$ cat src/rtl/fifo_write_arbiter.sv
// Round-robin arbiter sharing the asyn_fifo write port between NUM_REQ write-domain producers.
// Define FIFO_ARB_BURST_EN to allow up to BURST_LEN beats per grant; otherwise each grant is one beat.
module fifo_write_arbiter #(
  parameter int unsigned NUM_REQ    = 4,
  parameter int unsigned DATA_WIDTH = 4,
  parameter int unsigned BURST_LEN  = 4,
  localparam int unsigned IdW       = (NUM_REQ > 1) ? $clog2(NUM_REQ) : 1
) (
  input  logic                            CLK,
  input  logic                            RST_N,
  input  logic [NUM_REQ-1:0]              REQ_VALID,
  input  logic [NUM_REQ*DATA_WIDTH-1:0]   REQ_DATA,
  output logic [NUM_REQ-1:0]              REQ_READY,
  input  logic                            FULL,
  output logic                            W_EN,
  output logic [DATA_WIDTH-1:0]           DATA_IN,
  output logic [IdW-1:0]                  GRANT_ID,
  output logic                            BUSY,
  output logic [15:0]                     BEAT_CNT
);

  if (NUM_REQ < 2 || NUM_REQ > 8 || BURST_LEN < 1 || BURST_LEN > 16) begin : gen_bad_cfg
    $error("fifo_write_arbiter: NUM_REQ must be 2..8 and BURST_LEN 1..16");
  end

  typedef enum logic {StIdle, StGrant} state_e;

  state_e          state_q;
  logic [IdW-1:0]  grant_id_q;
  logic [IdW-1:0]  last_q;
  logic [15:0]     beat_cnt_q;

  logic                  busy;
  logic                  gnt_valid;
  logic [DATA_WIDTH-1:0] gnt_data;
  logic                  beat;
  logic                  last_beat;
  logic                  early_exit;

  logic                  win_found;
  logic [IdW-1:0]        win_id;
  logic [IdW-1:0]        cand;

  assign busy       = (state_q == StGrant);
  assign gnt_valid  = REQ_VALID[grant_id_q];
  assign gnt_data   = REQ_DATA[grant_id_q*DATA_WIDTH +: DATA_WIDTH];
  assign beat       = busy & gnt_valid & ~FULL;
  // FULL masks the early-release check so a stalled grant is never dropped.
  assign early_exit = busy & ~gnt_valid & ~FULL;

`ifdef FIFO_ARB_BURST_EN
  localparam int unsigned CntW = (BURST_LEN > 1) ? $clog2(BURST_LEN) : 1;

  logic [CntW-1:0] burst_cnt_q;

  assign last_beat = (burst_cnt_q == CntW'(BURST_LEN - 1));
`else
  assign last_beat = 1'b1;
`endif

  // Search starts one past the previous grant holder.
  always_comb begin
    win_found = 1'b0;
    win_id    = '0;
    cand      = '0;
    for (int unsigned i = 1; i <= NUM_REQ; i++) begin
      cand = IdW'((32'(last_q) + i) % NUM_REQ);
      if (!win_found && REQ_VALID[cand]) begin
        win_found = 1'b1;
        win_id    = cand;
      end
    end
  end

  always_comb begin
    W_EN      = 1'b0;
    REQ_READY = '0;
    DATA_IN   = '0;
    if (busy) begin
      W_EN                  = beat;
      REQ_READY[grant_id_q] = ~FULL;
      DATA_IN               = gnt_data;
    end
  end

  always_ff @(posedge CLK or negedge RST_N) begin
    if (!RST_N) begin
      state_q    <= StIdle;
      grant_id_q <= '0;
      last_q     <= IdW'(NUM_REQ - 1);
      beat_cnt_q <= '0;
`ifdef FIFO_ARB_BURST_EN
      burst_cnt_q <= '0;
`endif
    end else begin
      if (beat) begin
        beat_cnt_q <= beat_cnt_q + 16'd1;
      end
      unique case (state_q)
        StIdle: begin
          if (win_found) begin
            grant_id_q <= win_id;
            state_q    <= StGrant;
`ifdef FIFO_ARB_BURST_EN
            burst_cnt_q <= '0;
`endif
          end
        end
        StGrant: begin
          if ((beat && last_beat) || early_exit) begin
            state_q <= StIdle;
            last_q  <= grant_id_q;
          end
`ifdef FIFO_ARB_BURST_EN
          if (beat) begin
            burst_cnt_q <= burst_cnt_q + CntW'(1);
          end
`endif
        end
      endcase
    end
  end

  assign GRANT_ID = grant_id_q;
  assign BUSY     = busy;
  assign BEAT_CNT = beat_cnt_q;

endmodule
$ cat config.mk
export PLATFORM = sky130hd
export DESIGN_NAME = fifo_write_arbiter
export DESIGN_NICKNAME = d
export VERILOG_FILES = /design/src/rtl/fifo_write_arbiter.sv
export SDC_FILE = /design/constraint.sdc
export NUM_CORES = 1
export LEC_CHECK = 0
export ABC_AREA = 1
export CAP_MARGIN = 20
export CORE_ASPECT_RATIO = 0.8
export CORE_MARGIN = 2
export CORE_UTILIZATION = 45
export CTS_BUF_LIST = sky130_fd_sc_hd__clkbuf_4 sky130_fd_sc_hd__clkbuf_8
export CTS_CLUSTER_SIZE = 20
export DETAILED_ROUTE_END_ITERATION = 10
export HOLD_SLACK_MARGIN = 0.1
export PLACE_DENSITY = 0.76
export SLEW_MARGIN = 20
export SYNTH_ARGS = -nofsm -noshare
export SYNTH_HDL_FRONTEND = slang
export SYNTH_SLANG_ARGS = --single-unit
$ cat constraint.sdc
create_clock -name CLK -period 2.1 [get_ports CLK]
set_input_delay 0.315 -clock CLK [delete_from_list [all_inputs] [get_ports CLK]]
set_output_delay 0.315 -clock CLK [all_outputs]
set_load 0.05 [all_outputs]
## After elaboration in Yosys (flattened, before gate mapping)

Cells that the tools add are included.

- Order comparisons: 6
- $add $sub $neg: 5
- Shift-type cells: 1
- Reduce and logical (&&, ||, !) cells: 10
- Bitwise operators: 8
- Muxes and demuxes: 26

Operator list:

| cell | number |
|---|---|
| adder 16 x 1 -> 16 bit (second input constant) | 1 |
| variable part select 16 x 5 -> 4 bit | 1 |
| less-than comparator 2 x 3 -> 1 bit (second input constant) | 5 |
| two-way mux 1 bit | 13 |
| binary-select mux 1 bit (select 2 bit) | 5 |
| two-way mux 2 bit | 4 |
| two-way mux 4 bit | 2 |
| adder 2 x 1 -> 2 bit (second input constant) | 2 |
| adder 2 bit (second input constant) | 2 |
| bitwise AND 1 bit | 4 |
| bitwise AND 4 bit | 1 |
| logical AND 1 bit | 4 |
| AND reduction 2 bit | 2 |
| zero test 1 bit | 3 |
| inverter 1 bit | 3 |
| demux 1 bit (select 2 bit) | 1 |
| >= comparator 2 x 1 -> 1 bit (second input constant) | 1 |
| one-hot mux 1 bit (2 select lines) | 1 |
| logical OR 1 bit | 1 |

- Input port bits: 23
- Register bits: 21
- Output and inout bits: 28
- Logic and storage cells: 60

## Logic depth before layout (Yosys ltp)

- Depth in word-level cells: 15
- Mapped depth: 12
- Mapped depth without buffers: 11

## Least setup slack after synthesis

Ideal clock, no wire load.

- Path kind: register to output
- From: register grant_id_q[1] (netlist: GRANT_ID[1])
- To: output port DATA_IN[0]
- Slack: -0.210 ns
- Stages on the path, launching flop included: 4
- Data arrival time: 1.995 ns
- Buffers on the path: 1
- Path through: dfrtp_1 > clkbuf_1 > nand3_1 > a31oi_1

- Longest elaborated chain between the ends: 2

Ends and longest elaborated chain:

| element | RTL line | source |
|---|---|---|
| start, declared | 29 | `logic [IdW-1:0] grant_id_q;` |
| start signal, assigned | 102 | `grant_id_q <= win_id;` |
| variable part select 16 x 5 -> 4 bit | 46 | `assign gnt_data = REQ_DATA[grant_id_q*DATA_WIDTH +: DATA_WIDTH];` |
| two-way mux 4 bit | 79 | `if (busy) begin` |
| end, declared | 16 | `output logic [DATA_WIDTH-1:0] DATA_IN,` |

Every way passes these cells.

## Worst setup path after layout

- From: register grant_id_q[1] (netlist: GRANT_ID[1])
- To: output port W_EN

- Longest elaborated chain between the ends: 5

Ends and longest elaborated chain:

| element | RTL line | source |
|---|---|---|
| binary-select mux 1 bit (select 2 bit) | 45 | `assign gnt_valid = REQ_VALID[grant_id_q];` |
| two-way mux 1 bit (not written as such) | 45 |  |
| bitwise AND 1 bit (2 in a row) | 47 | `assign beat = busy & gnt_valid & ~FULL;` |
| two-way mux 1 bit | 79 |  |
| end, declared | 15 | `output logic W_EN,` |

Every way passes these cells. The select of a mux whose other input is x is not followed.

==> run metrics <==
total track usage 22.1%; post_cts resized 0; Hold Fails Final Rpt 0; Routed WL per cell 12.3 µm; ANT cells 0; largest net degree at the start of global routing 22; power density over the cells 1670 nW/µm²; clock power share 7.0%; Starting Density 47.5%; RR Startpoint last_q[0]; vias in the first global route 1,390; period utilization 92.9%; fillers 268; Startpoint Class flop; Port-buffer cells 50; reg2reg path depth 9; Clock Skews 0.00122 ns; Cell variety after synth 24; hpwl dp 3170 µm; RR Endpoint GRANT_ID[1]; Sw Share 54.8%; Pwr Total 3700 µW; DR WL met2 1770 µm; combinational power share 70.3%; final wirelength 3900 µm; LEAKAGE 0.000991 µW; later-pin clock latency in the skew report 0.26 ns; CTS Sinks 21; GR Overflow Total 0; min-delay worst type input port to async pin; setup bufs post-CTS 0; total CTS buffers 3; status completed; Root Buffer clkbuf_8; FF+latch area 531 µm²; Pre-antenna DRT Iters 4; fin. max-slew vios 0; fin worst setup slack 0.150 ns; Synth Area per Inst 6.70 µm²; area of the multi-input gates 840 µm²; die width 68.3 µm; critical path arrival 1.64 ns; r2r setup slk 0.30 ns; Yosys top cell by area dfrtp_1; YS warnings 0; design internal power 1670 µW; Max clock buf depth 2; Least-Margin Pin Slew 0.505 ns; final instance area 2210 µm²; worst rel slew slack 66.3%; Final Critical Period 1.95 ns; net switching power figure 2030 µW; row cnt 18; core footprint 3130 µm²; Final nets 301; Max FO, Critical Path 21; maxcap violations 0; layout cells sized above 1 13.0%; met1 WL 1950 µm; FMAX 513 MHz; Synth area leaders dfrtp_1 32%, nand2_1 18%, xor2_1 8.2%, nand3_1 6.4%, inv_1 6.1%; antenna violations before repair 0; post-route ant nets 0; DR vias 1,615; met3 wire len 170 µm; CP endpoint kind output port; Hold Buf Count CTS 0; syn_nets 246; placed cell area 2160 µm²; area share of the largest cell type after synthesis 32.0%; FF+latch count, synth 21; die area 3780 µm²; # DRC 0; sequential share of power 22.7%; register area share after synthesis 35.5%; Layout area overhead 49.0%; drt initial violations 103; Top Layer Used met4; count of final setup violators 0; Placer Congestion 0.847; Vias/cell 5.11; crit path kind flop to output port; CTS tree built; dpl ws 0.158 ns; CTS clk-pin slew, worst paths 0.07 ns; Synth Instances 222; cell area after synthesis 1490 µm²; RSZ-0062 raised after global routing false; first-pass GRT wire length 6480 µm; Die Height 55.4 µm; Worst EP required 1.78 ns; H-tree level count 1; Ports 51; worst vdd ir 1030 µV
-- critical path, stage by stage (launching register included) --
cell	delay, ns
dfrtp_2	0.51
nor2_1	0.19
inv_2	0.06
o21ai_1	0.11
nor2_1	0.06
nor2_2	0.12
buf_12	0.17
buf_12	0.14
-- sequential cells by signal (all words and copies together), names as in the netlist --
signal    cells
BUSY          1
GRANT_ID      2
BEAT_CNT     16
last_q        2
-- worst max path at each step --
stage / start / to / slack, ns / cells after the start
2_1_floorplan: BUSY / REQ_READY[1] / -0.08 / 4
3_3_place_gp: FULL / W_EN / 0.25 / 6
3_5_place_dp: FULL / BEAT_CNT[4] / 0.16 / 8
4_1_cts: GRANT_ID[1] / DATA_IN[3] / 0.03 / 5
5_1_grt: GRANT_ID[1] / W_EN / 0.04 / 7
6_report: GRANT_ID[1] / W_EN / 0.15 / 7
-- power by group through the flow --
stage / Sequential, µW / Combinational, µW / Clock [µW]
2_1_floorplan: 1250 / 1230 / 0
3_3_place_gp: 832 / 2570 / 0
3_5_place_dp: 832 / 2590 / 0
4_1_cts: 830 / 2610 / 266
5_1_grt: 865 / 2800 / 282
6_report: 839 / 2600 / 260
-- final cells by class --
cell class | instances | share of cell area [%]
repair buffers | 56 | 29.0
clock buffers | 3 | 1.86
flip-flops and latches | 21 | 24.0
multi-input cells | 167 | 37.9
clock inverters | 1 | 0.226
well taps | 40 | 2.26
inverters | 28 | 4.75
-- synth_stat cells --
| master | n |
|---|---|
| ha_1 | 1 |
| o21ai_1 | 3 |
| nand2_1 | 73 |
| nor3_1 | 6 |
| nor2_2 | 1 |
| dfstp_2 | 2 |
| nor2_1 | 19 |
| clkbuf_2 | 1 |
| nand3_2 | 1 |
| nand4_1 | 4 |
| a22oi_1 | 4 |
| nand3b_1 | 1 |
| inv_1 | 24 |
| a21boi_0 | 1 |
| buf_6 | 2 |
| a31oi_1 | 4 |
| buf_2 | 2 |
| a21oi_1 | 2 |
| dfrtp_1 | 19 |
| inv_2 | 4 |
| xor2_1 | 14 |
| nand3_1 | 19 |
| o21ai_0 | 14 |
| clkbuf_1 | 1 |
-- placed cells by master, fill, tap and decap left out --
| cell type | count |
|---|---|
| buf_4 | 7 |
| nor2_2 | 2 |
| clkdlybuf4s50_1 | 39 |
| o21ai_1 | 3 |
| inv_2 | 4 |
| clkinv_2 | 1 |
| dfrtp_2 | 2 |
| ha_1 | 1 |
| clkbuf_8 | 3 |
| inv_1 | 24 |
| o21ai_0 | 14 |
| nand3_1 | 19 |
| nor3_1 | 6 |
| nor2_1 | 18 |
| nand2_1 | 73 |
| buf_12 | 10 |
| dfstp_2 | 2 |
| xor2_1 | 14 |
| nand3_2 | 1 |
| a21boi_0 | 1 |
| a31oi_2 | 4 |
| a22oi_1 | 4 |
| a21oi_1 | 2 |
| dfrtp_1 | 17 |
| nand3b_1 | 1 |
| nand4_1 | 4 |
-- metal layers --
metal / vias up / GRT usage (%)
li1: 822 / -
met1: 748 / 34.8
met2: 42 / 31.5
met3: 3 / 4.07
met4: 0 / 4.29
met5: - / 0
-- cells by family (layout without fill, tap and decap cells) --
| kind of cell | after synthesis | count (layout) | share of synthesized area [%] |
|---|---|---|---|
| flops | 21 | 21 | 35.5 |
| xor+xnor | 14 | 14 | 8.25 |
| fa+ha+maj | 1 | 1 | 0.842 |
| simple gates | 124 | 124 | 34.9 |
| compound gates | 28 | 28 | 10.6 |
| buf+inv | 34 | 88 | 9.85 |
-- stage by stage --
| stage | util, % | setup TNS, ns | instances | hold slack [ns] |
|---|---|---|---|---|
| 2_1_floorplan | - | -0.265 | 222 | 0.0194 |
| 3_3_place_gp | 69.1 | 0 | 312 | 0.515 |
| 3_5_place_dp | 69.1 | 0 | 312 | 0.528 |
| 4_1_cts | 70.6 | 0 | 316 | 0.279 |
| 5_1_grt | 70.7 | 0 | 316 | 0.272 |
| 6_report | 70.7 | 0 | 316 | 0.279 |
Power figures use the tool's default switching activity.
